### config.mk
export PLATFORM = sky130hd
export DESIGN_NAME = xpoint_cfg_seq
export DESIGN_NICKNAME = d
export VERILOG_FILES = /design/src/rtl/xpoint_cfg_seq.sv
export SDC_FILE = /design/constraint.sdc
export NUM_CORES = 1
export LEC_CHECK = 0
export ABC_AREA = 1
export BUFFER_PORTS_ARGS = -buffer_cell sky130_fd_sc_hd__buf_2
export CAP_MARGIN = 20
export CORE_MARGIN = 4
export CORE_UTILIZATION = 48
export CTS_CLUSTER_SIZE = 40
export DETAILED_ROUTE_END_ITERATION = 12
export PLACE_DENSITY = 0.61
export SYNTH_ARGS = -nofsm -noshare
export SYNTH_HDL_FRONTEND = slang
export SYNTH_SLANG_ARGS = --single-unit
### constraint.sdc
create_clock -name clk_ -period 8.1 [get_ports clk_]
set_clock_uncertainty 0.1 [all_clocks]
set_input_delay 0.81 -clock clk_ [delete_from_list [all_inputs] [get_ports clk_]]
set_output_delay 0.81 -clock clk_ [all_outputs]
set_load 0.005 [all_outputs]
### src/rtl/xpoint_cfg_seq.sv
// Serial configuration sequencer for the 48x48 crosspoint: buffers route/constant commands
// and shifts each out as a 14-bit CLR/SHIFT/EXEC frame. Optional shadow state: XPCFG_SHADOW_EN.
module xpoint_cfg_seq #(
  parameter int unsigned DEPTH = 4,
  parameter int unsigned DIV   = 2
) (
  input  logic       clk_,
  input  logic       rst,
  input  logic       cmd_valid,
  output logic       cmd_ready,
  input  logic [1:0] cmd_op,
  input  logic [5:0] cmd_out,
  input  logic [5:0] cmd_in,
  input  logic       cmd_disc,
  output logic       busy,
  output logic       done,
  output logic       err,
  output logic       xp_clk,
  output logic       xp_dat,
  output logic       xp_clear
);

  localparam int unsigned AW   = (DEPTH > 1) ? $clog2(DEPTH) : 1;
  localparam int unsigned CW   = AW + 1;
  localparam int unsigned DW   = (DIV > 1) ? $clog2(DIV) : 1;
  localparam int unsigned NOUT = 48;

  typedef struct packed {
    logic [1:0] op;
    logic [5:0] out;
    logic [5:0] in;
    logic       disc;
  } cmd_t;

  typedef enum logic [2:0] {S_IDLE, S_LOAD, S_CLR, S_SHIFT, S_EXEC} state_t;

  state_t          state;
  cmd_t            mem [DEPTH];
  cmd_t            head;
  logic [AW-1:0]   wr_ptr, rd_ptr;
  logic [CW-1:0]   count, count_nxt;
  logic            full, push, pop;
  logic [DW-1:0]   div_cnt;
  logic [3:0]      period;
  logic [13:0]     sh;
  logic            tick, period_end, stay_active_c;
  logic            legal_c, skip_c;
  logic [6:0]      hi_c, lo_c;

  // FIFO bookkeeping; a pop always happens in LOAD so a full FIFO can still accept then
  assign full      = (count == CW'(DEPTH));
  assign pop       = (state == S_LOAD);
  assign cmd_ready = !full || pop;
  assign push      = cmd_valid && cmd_ready;
  assign count_nxt = count + CW'(push) - CW'(pop);
  assign head      = mem[rd_ptr];

  always_ff @(posedge clk_) begin
    if (push) mem[wr_ptr] <= cmd_t'({cmd_op, cmd_out, cmd_in, cmd_disc});
  end

  always_ff @(posedge clk_ or posedge rst) begin
    if (rst) begin
      wr_ptr <= '0;
      rd_ptr <= '0;
      count  <= '0;
    end else begin
      if (push) wr_ptr <= wr_ptr + AW'(1);
      if (pop)  rd_ptr <= rd_ptr + AW'(1);
      count <= count_nxt;
    end
  end

  // Head-of-FIFO decode into frame halves and legality
  always_comb begin
    hi_c    = 7'd0;
    lo_c    = 7'd0;
    legal_c = (head.op != 2'd3) && (head.out < 6'd48) &&
              !((head.op == 2'd0) && !head.disc && (head.in > 6'd47));
    case (head.op)
      2'd0: begin
        hi_c = {1'b0, head.out};
        lo_c = head.disc ? 7'd0 : ({1'b0, head.in} + 7'd1);
      end
      2'd1: begin
        hi_c = 7'd48;
        lo_c = {1'b0, head.out};
      end
      2'd2: begin
        hi_c = 7'd49;
        lo_c = {1'b0, head.out};
      end
      default: begin
        hi_c = 7'd0;
        lo_c = 7'd0;
      end
    endcase
  end

  assign tick       = (div_cnt == DW'(DIV - 1));
  assign period_end = tick && xp_clk;

  // Still mid-work after this edge, independent of FIFO occupancy
  assign stay_active_c = ((state == S_LOAD) && legal_c && !skip_c) ||
                         (state == S_CLR) || (state == S_SHIFT) ||
                         ((state == S_EXEC) && !period_end);

`ifdef XPCFG_SHADOW_EN
  logic [6:0]      route_sh [NOUT];
  logic [NOUT-1:0] one_sh;
  logic [6:0]      hi_q, lo_q;

  always_comb begin
    skip_c = 1'b0;
    case (head.op)
      2'd0:    skip_c = (route_sh[head.out] == lo_c);
      2'd1:    skip_c = one_sh[head.out];
      2'd2:    skip_c = !one_sh[head.out];
      default: skip_c = 1'b0;
    endcase
  end

  // Shadow commits only when the EXEC rising edge has been issued
  always_ff @(posedge clk_ or posedge rst) begin
    if (rst) begin
      for (int i = 0; i < NOUT; i++) route_sh[i] <= '0;
      one_sh <= '0;
      hi_q   <= '0;
      lo_q   <= '0;
    end else if (state == S_LOAD) begin
      hi_q <= hi_c;
      lo_q <= lo_c;
    end else if ((state == S_EXEC) && period_end) begin
      case (hi_q)
        7'd48:   one_sh[lo_q[5:0]] <= 1'b1;
        7'd49:   one_sh[lo_q[5:0]] <= 1'b0;
        default: route_sh[hi_q[5:0]] <= lo_q;
      endcase
    end
  end
`else
  assign skip_c = 1'b0;
`endif

  // Sequencer: frame timing, serial outputs and status pulses
  always_ff @(posedge clk_ or posedge rst) begin
    if (rst) begin
      state    <= S_IDLE;
      div_cnt  <= '0;
      period   <= '0;
      sh       <= '0;
      xp_clk   <= 1'b0;
      xp_dat   <= 1'b0;
      xp_clear <= 1'b0;
      busy     <= 1'b0;
      done     <= 1'b0;
      err      <= 1'b0;
    end else begin
      done <= 1'b0;
      err  <= 1'b0;
      busy <= (count_nxt != '0) || stay_active_c;
      case (state)
        S_IDLE: begin
          if (count != '0) state <= S_LOAD;
        end
        S_LOAD: begin
          if (!legal_c) begin
            err   <= 1'b1;
            state <= S_IDLE;
          end else if (skip_c) begin
            done  <= 1'b1;
            state <= S_IDLE;
          end else begin
            state    <= S_CLR;
            sh       <= {hi_c, lo_c};
            div_cnt  <= '0;
            period   <= '0;
            xp_clk   <= 1'b0;
            xp_clear <= 1'b1;
            xp_dat   <= 1'b0;
          end
        end
        S_CLR, S_SHIFT, S_EXEC: begin
          div_cnt <= tick ? '0 : div_cnt + DW'(1);
          if (tick && !xp_clk) begin
            xp_clk <= 1'b1;
          end else if (period_end) begin
            xp_clk <= 1'b0;
            period <= period + 4'd1;
            if (state == S_CLR) begin
              state    <= S_SHIFT;
              xp_clear <= 1'b0;
              xp_dat   <= sh[13];
              sh       <= {sh[12:0], 1'b0};
            end else if (state == S_SHIFT) begin
              if (period == 4'd14) begin
                state  <= S_EXEC;
                xp_dat <= 1'b0;
              end else begin
                xp_dat <= sh[13];
                sh     <= {sh[12:0], 1'b0};
              end
            end else begin
              done  <= 1'b1;
              state <= (count != '0) ? S_LOAD : S_IDLE;
            end
          end
        end
        default: state <= S_IDLE;
      endcase
    end
  end

endmodule

Word level (Yosys, flattened, before mapping)
Memories as Yosys holds them, arrays and structs flattened.
Index checks and enable logic that the tools add are counted.
{"block": "totals", "regBits": 35, "ramBits": 60, "output_inout_bits": 7, "elab_cells": 123, "mem_count": 1}
{"block": "op_classes", "n_addsub": 7, "order_cmp": 2, "eq_ne": 18, "mux": 49, "n_reduce_logical": 33}
{"name": "mem", "depth": 4, "width": 15, "read_ports": 1, "rd_clocked_by_memory_dff": 0, "wr": 1, "line": "38", "text": "cmd_t mem [DEPTH];"}
{"operator": "$mux 14", "n": 6}
{"operator": "$pmux 14 s2", "n": 1}
{"operator": "$mux 1", "n": 23}
{"operator": "$mux 3", "n": 6}
{"operator": "$pmux 6 s3", "n": 1}
{"operator": "$pmux 7 s2", "n": 1}
{"operator": "$mux 4", "n": 3}
{"operator": "$ne 2x2->1 const B", "n": 5}
{"operator": "$reduce_and 5->1", "n": 2}
{"operator": "$logic_and 1x1->1", "n": 9}
{"operator": "$ne 3x3->1 const B", "n": 3}
{"operator": "$pmux 3 s3", "n": 1}
{"operator": "$pmux 1 s2", "n": 4}
{"operator": "$pmux 4 s2", "n": 1}
{"operator": "$reduce_and 4->1", "n": 2}
{"operator": "$add 6x1->7 const B", "n": 1}
{"operator": "$mux 7", "n": 1}
{"operator": "$eq 3x2->1 const B", "n": 2}
{"operator": "$eq 3x3->1 const B", "n": 2}
{"operator": "$gt 6x6->1 const B", "n": 1}
{"operator": "$lt 6x6->1 const B", "n": 1}
{"operator": "$reduce_and 6->1", "n": 1}
{"operator": "$reduce_bool 3->1", "n": 2}
{"operator": "$logic_not 1->1", "n": 5}
{"operator": "other kinds (20)", "n": 25}

Logic depth before layout (Yosys ltp)
An unclocked memory read counts as a cell.
{"block": "logic_depth", "ltp_word": 11, "mapped_depth": 16, "depth_no_buf": 14}

Worst setup path after synthesis
OpenSTA, ideal clock, no wires.
{"block": "synth_path", "kind": "flip-flop to flip-flop", "startpoint": "register state[2]", "endpoint": "register busy", "setup_ps": 136, "t_arrival_ps": 2556, "required_ps": 7864, "slack_ps": 5309, "path_stages_with_launch": 13, "path_buffers": 0, "period_less_slack_ps": 2791, "path_cell_list": "dfrtp_1 > nor3_2 > inv_1 > nand3_1 > nand2_1 > ha_1 > inv_1 > ha_1 > fa_1 > xnor2_1 > xor2_1 > nor4_1 > nand3_1"}
{"block": "synth_via", "elab_chain_len": 7}
{"element": "start, declared", "line": "37", "text": "state_t state;"}
{"element": "start signal, assigned", "line": "205", "text": "state <= (count != '0) ? S_LOAD : S_IDLE;"}
{"element": "$eq 3x1->1", "line": "52", "text": "assign pop = (state == S_LOAD);"}
{"element": "$logic_or 1x1->1", "line": "53", "text": "assign cmd_ready = !full || pop;"}
{"element": "net cmd_ready", "line": "10", "text": "output logic cmd_ready,"}
{"element": "$logic_and 1x1->1", "line": "54", "text": "assign push = cmd_valid && cmd_ready;"}
{"element": "$add 3x1->3", "line": "55", "text": "assign count_nxt = count + CW'(push) - CW'(pop);"}
{"element": "$sub 3x1->3", "line": "55"}
{"element": "net count_nxt[2]", "line": "41", "text": "logic [CW-1:0] count, count_nxt;"}
{"element": "$reduce_bool 3->1", "line": "161", "text": "busy <= (count_nxt != '0) || stay_active_c;"}
{"element": "$logic_or 1x1->1", "line": "161"}
{"element": "end signal, assigned", "line": "161"}
{"element": "end, declared", "line": "15", "text": "output logic busy,"}
The timed path passes the listed nets, and every way through them passes these cells.
A chain may end at the register's enable or synchronous reset.

Final worst setup path
{"block": "layout_path", "startpoint": "register state[2]", "endpoint": "register busy"}
{"block": "layout_via", "elab_chain_len": 7}
{"element": "$eq 3x1->1 (*)", "line": "52"}
{"element": "$logic_or 1x1->1", "line": "53"}
{"element": "$logic_and 1x1->1", "line": "54"}
{"element": "$add 3x1->3", "line": "55"}
{"element": "$sub 3x1->3 (*)", "line": "55"}
{"element": "net count_nxt[2]", "line": "41"}
{"element": "$reduce_bool 3->1 (*)", "line": "161"}
{"element": "$logic_or 1x1->1 (*)", "line": "161"}
The timed path passes the listed nets; every way through them passes the cells marked *.

==> results.yml <==
global_route:
  grt_pass1_vias: 2912
  grt_overflow: 0
  globalRouteMet1Util_pct: 23.1
  antenna_found_initial: 0
  grt_max_degree: 37
  grt_use_met2_pct: 24.9
  grtUsageMet3_pct: 3.58
  grt_usage_pct: 16.2
  grt_pass1_wl_um: 14100
  busiest_layer: "met2"
die:
  ios: 25
  num_rows: 35
  die_w_um: 105
  start_util_pct: 49.0
  core_sq_mm: 0.00915
  die_h_um: 105
  die_area_sq_mm: 0.0110
timing:
  hold_viol: 0
  relSlewSlack_pct: 39.2
  slew_viol_final: 0
  rsz0062_at_grt: "false"
  max_freq_mhz: 322
  period_share_pct: 38.3
  fin_crit_ns: 3.10
  fin_tns_setup_ns: 0
  worst_pin_slew_ns: 0.911
  finalHoldWorstSlack_ns: 0.369
  setup_viol: 0
  setup_slack_ns: 5.00
logic_synthesis:
  synthesis.instances: 448
  synth_seq_area_share_pct: 59.7
  synthesis.nets: 478
  synth_edf_count: 60
  yosysWarnings: 0
  async_flop_share_pct: 36.8
  ys_seq_elements: 95
  synth.distinct_cells: 38
  synth-main-ff-cell: "edfxtp_1"
  synth_area_per_cell_sq_um: 10.0
  netlist_area_sq_mm: 0.00449
routing:
  drtPass1Iterations: 4
  wl_per_cell_um: 14.2
  ant_nets: 0
  initialDrtViolationCount: 112
  route.vias.total: 2984
  wl_um: 8310
  route.detailed.drc: 0
  viasPerCell: 5.09
min_path:
  worstHoldPathCells: 2
  holdCritPathClass: "flop to flop"
  worstHoldStart: "xp_dat"
  worstHoldEndpoint: "xp_dat"
place:
  finalWeightedCongestion: 0.835
  io_buffers: 24
  post-place-ws_ns: 5.02
  dpl.hpwl_um: 5740
clock_network:
  clkTransAtPathRegs_ns: 0.09
  cts_hold_buf: 0
  insertion_delay_ns: 0.36
  cts_made_buffers: 9
  cts-htree-levels: 3
  cts_setup_buffers: 0
  cts_resized: 0
  clock-root-buffer: "clkbuf_8"
  cts_tree: "done"
  clk_path_buf_depth: 2
  clock_sinks: 95
cells_and_area:
  fin_nets: 500
  drive_above_1_share_pct: 16.4
  fill_cells: 803
  syn_to_final_growth_pct: 8.00
  fin_util_pct: 53.0
  n_antenna_cell: 0
setup_path:
  crit_type: "flop to flop"
  regToRegStartpoint: "state[2]"
  end_kind: "flop"
  worstPathArrival_ns: 3.24
  reg2reg_slack_ns: 5.00
  startpoint_type: "flop"
  worstPathRequired_ns: 8.23
  rr_endpoint: "busy"
  crit_fanout: 8
  worstRegToRegCells: 12
power_and_ir_drop:
  ir_drop_uv: 151
  power_density_mw_per_mm2: 380
  cellLeakagePower_uw: 0.00211
flow_run:
  drv_cap: 0
run_status:
  status: "complete, no violations"
kinds of logic (layout without fill, tap and decap cells):
kind of cell,Yosys count,in the layout,share of synthesized area (%)
flip-flops,95,95,59.7
AND/OR/NAND/NOR,217,217,21.0
XOR/XNOR,7,7,1.37
AO/OA/AOI/OAI,52,52,7.53
adder cells (fa/ha/maj),12,12,3.51
buffers and inverters,65,92,6.94
routing by layer:
layer / up-vias / routed length, um
met4: 0 / 153
met1: 1406 / 4110
met3: 13 / 303
met5: - / 0
met2: 48 / 3750
li1: 1517 / -
final cells by class:
class / instances / area, sq um / area share (%)
Timing Repair Buffer: 26 / 135 / 2.79
Sequential cell: 95 / 2680 / 55.2
Tap cell: 111 / 139 / 2.87
Inverter: 50 / 190 / 3.92
Multi-Input combinational cell: 288 / 1510 / 31.1
Clock inverter: 7 / 72.6 / 1.50
Clock buffer: 9 / 124 / 2.56
stage by stage:
step	area [sq um]	std cells	power (uW)
finish	4850	586	1840
global placement	4650	570	1530
CTS	4850	586	1860
floorplan	4490	448	1400
global route	4850	586	2010
detailed placement	4650	570	1550
synth_stat cells (5+ instances only):
| cell | n | area (sq um) |
|---|---|---|
| buf_4 | 5 | 37.5 |
| nand3_1 | 32 | 160 |
| a21oi_1 | 9 | 45.0 |
| edfxtp_1 | 60 | 1800 |
| o21ai_2 | 10 | 87.6 |
| inv_1 | 45 | 169 |
| ha_1 | 11 | 138 |
| nor2_1 | 30 | 113 |
| dfrtp_1 | 35 | 876 |
| nand2_2 | 5 | 31.3 |
| xor2_1 | 6 | 52.6 |
| nand2_1 | 130 | 488 |
| o21ai_0 | 19 | 95.1 |
| nor2_2 | 7 | 43.8 |
power by group:
group | total, uW | leakage (uW) | internal, uW | switching, uW
Combinational | 821 | 0.00101 | 260 | 560
Sequential | 712 | 0.000998 | 649 | 62.7
Clock | 309 | 0.0000972 | 143 | 166
cell usage in the layout (no fill, tap or decap), types with 2 or more instances in the layout:
master / n
nor3_1: 3
buf_2: 24
a21oi_1: 9
ha_1: 11
o22ai_1: 2
nand2_2: 5
clkinv_4: 2
dfrtp_1: 35
o21ai_2: 10
nand3_1: 32
o221ai_1: 2
nand4_1: 3
inv_1: 45
a22oi_1: 2
clkbuf_8: 9
o21ai_0: 19
nor2_1: 26
o211ai_1: 4
inv_2: 4
buf_4: 2
nand2_1: 130
nor2_2: 11
xor2_1: 6
nor3_2: 2
edfxtp_1: 60
flip-flops by register name, summed over array words and instances (netlist names):
register / cells
mem: 60
sh: 14
period: 4
count: 3
state: 3
rd_ptr: 2
wr_ptr: 2
busy: 1
div_cnt: 1
done: 1
err: 1
xp_clear: 1
xp_clk: 1
xp_dat: 1
worst max-delay path by stage:
stage,from,endpoint,slack (ns),cells after the start
5_1_grt,state[2],busy,4.73,12
6_report,state[2],busy,5.00,12
4_1_cts,state[2],busy,4.97,12
3_5_place_dp,state[2],busy,5.02,12
2_1_floorplan,state[2],busy,5.31,12
3_3_place_gp,state[2],busy,5.09,12
worst max-delay path, cell delays in order (launching register included):
cell and delay, ns:
dfrtp_1 0.45, nor3_2 0.45, inv_1 0.11, nand3_1 0.11, nand2_1 0.22, ha_1 0.36
inv_1 0.04, ha_1 0.18, fa_1 0.37, xnor2_1 0.14, xor2_1 0.15, nor4_1 0.19
nand3_1 0.11
Power figures use the tool's default switching activity.
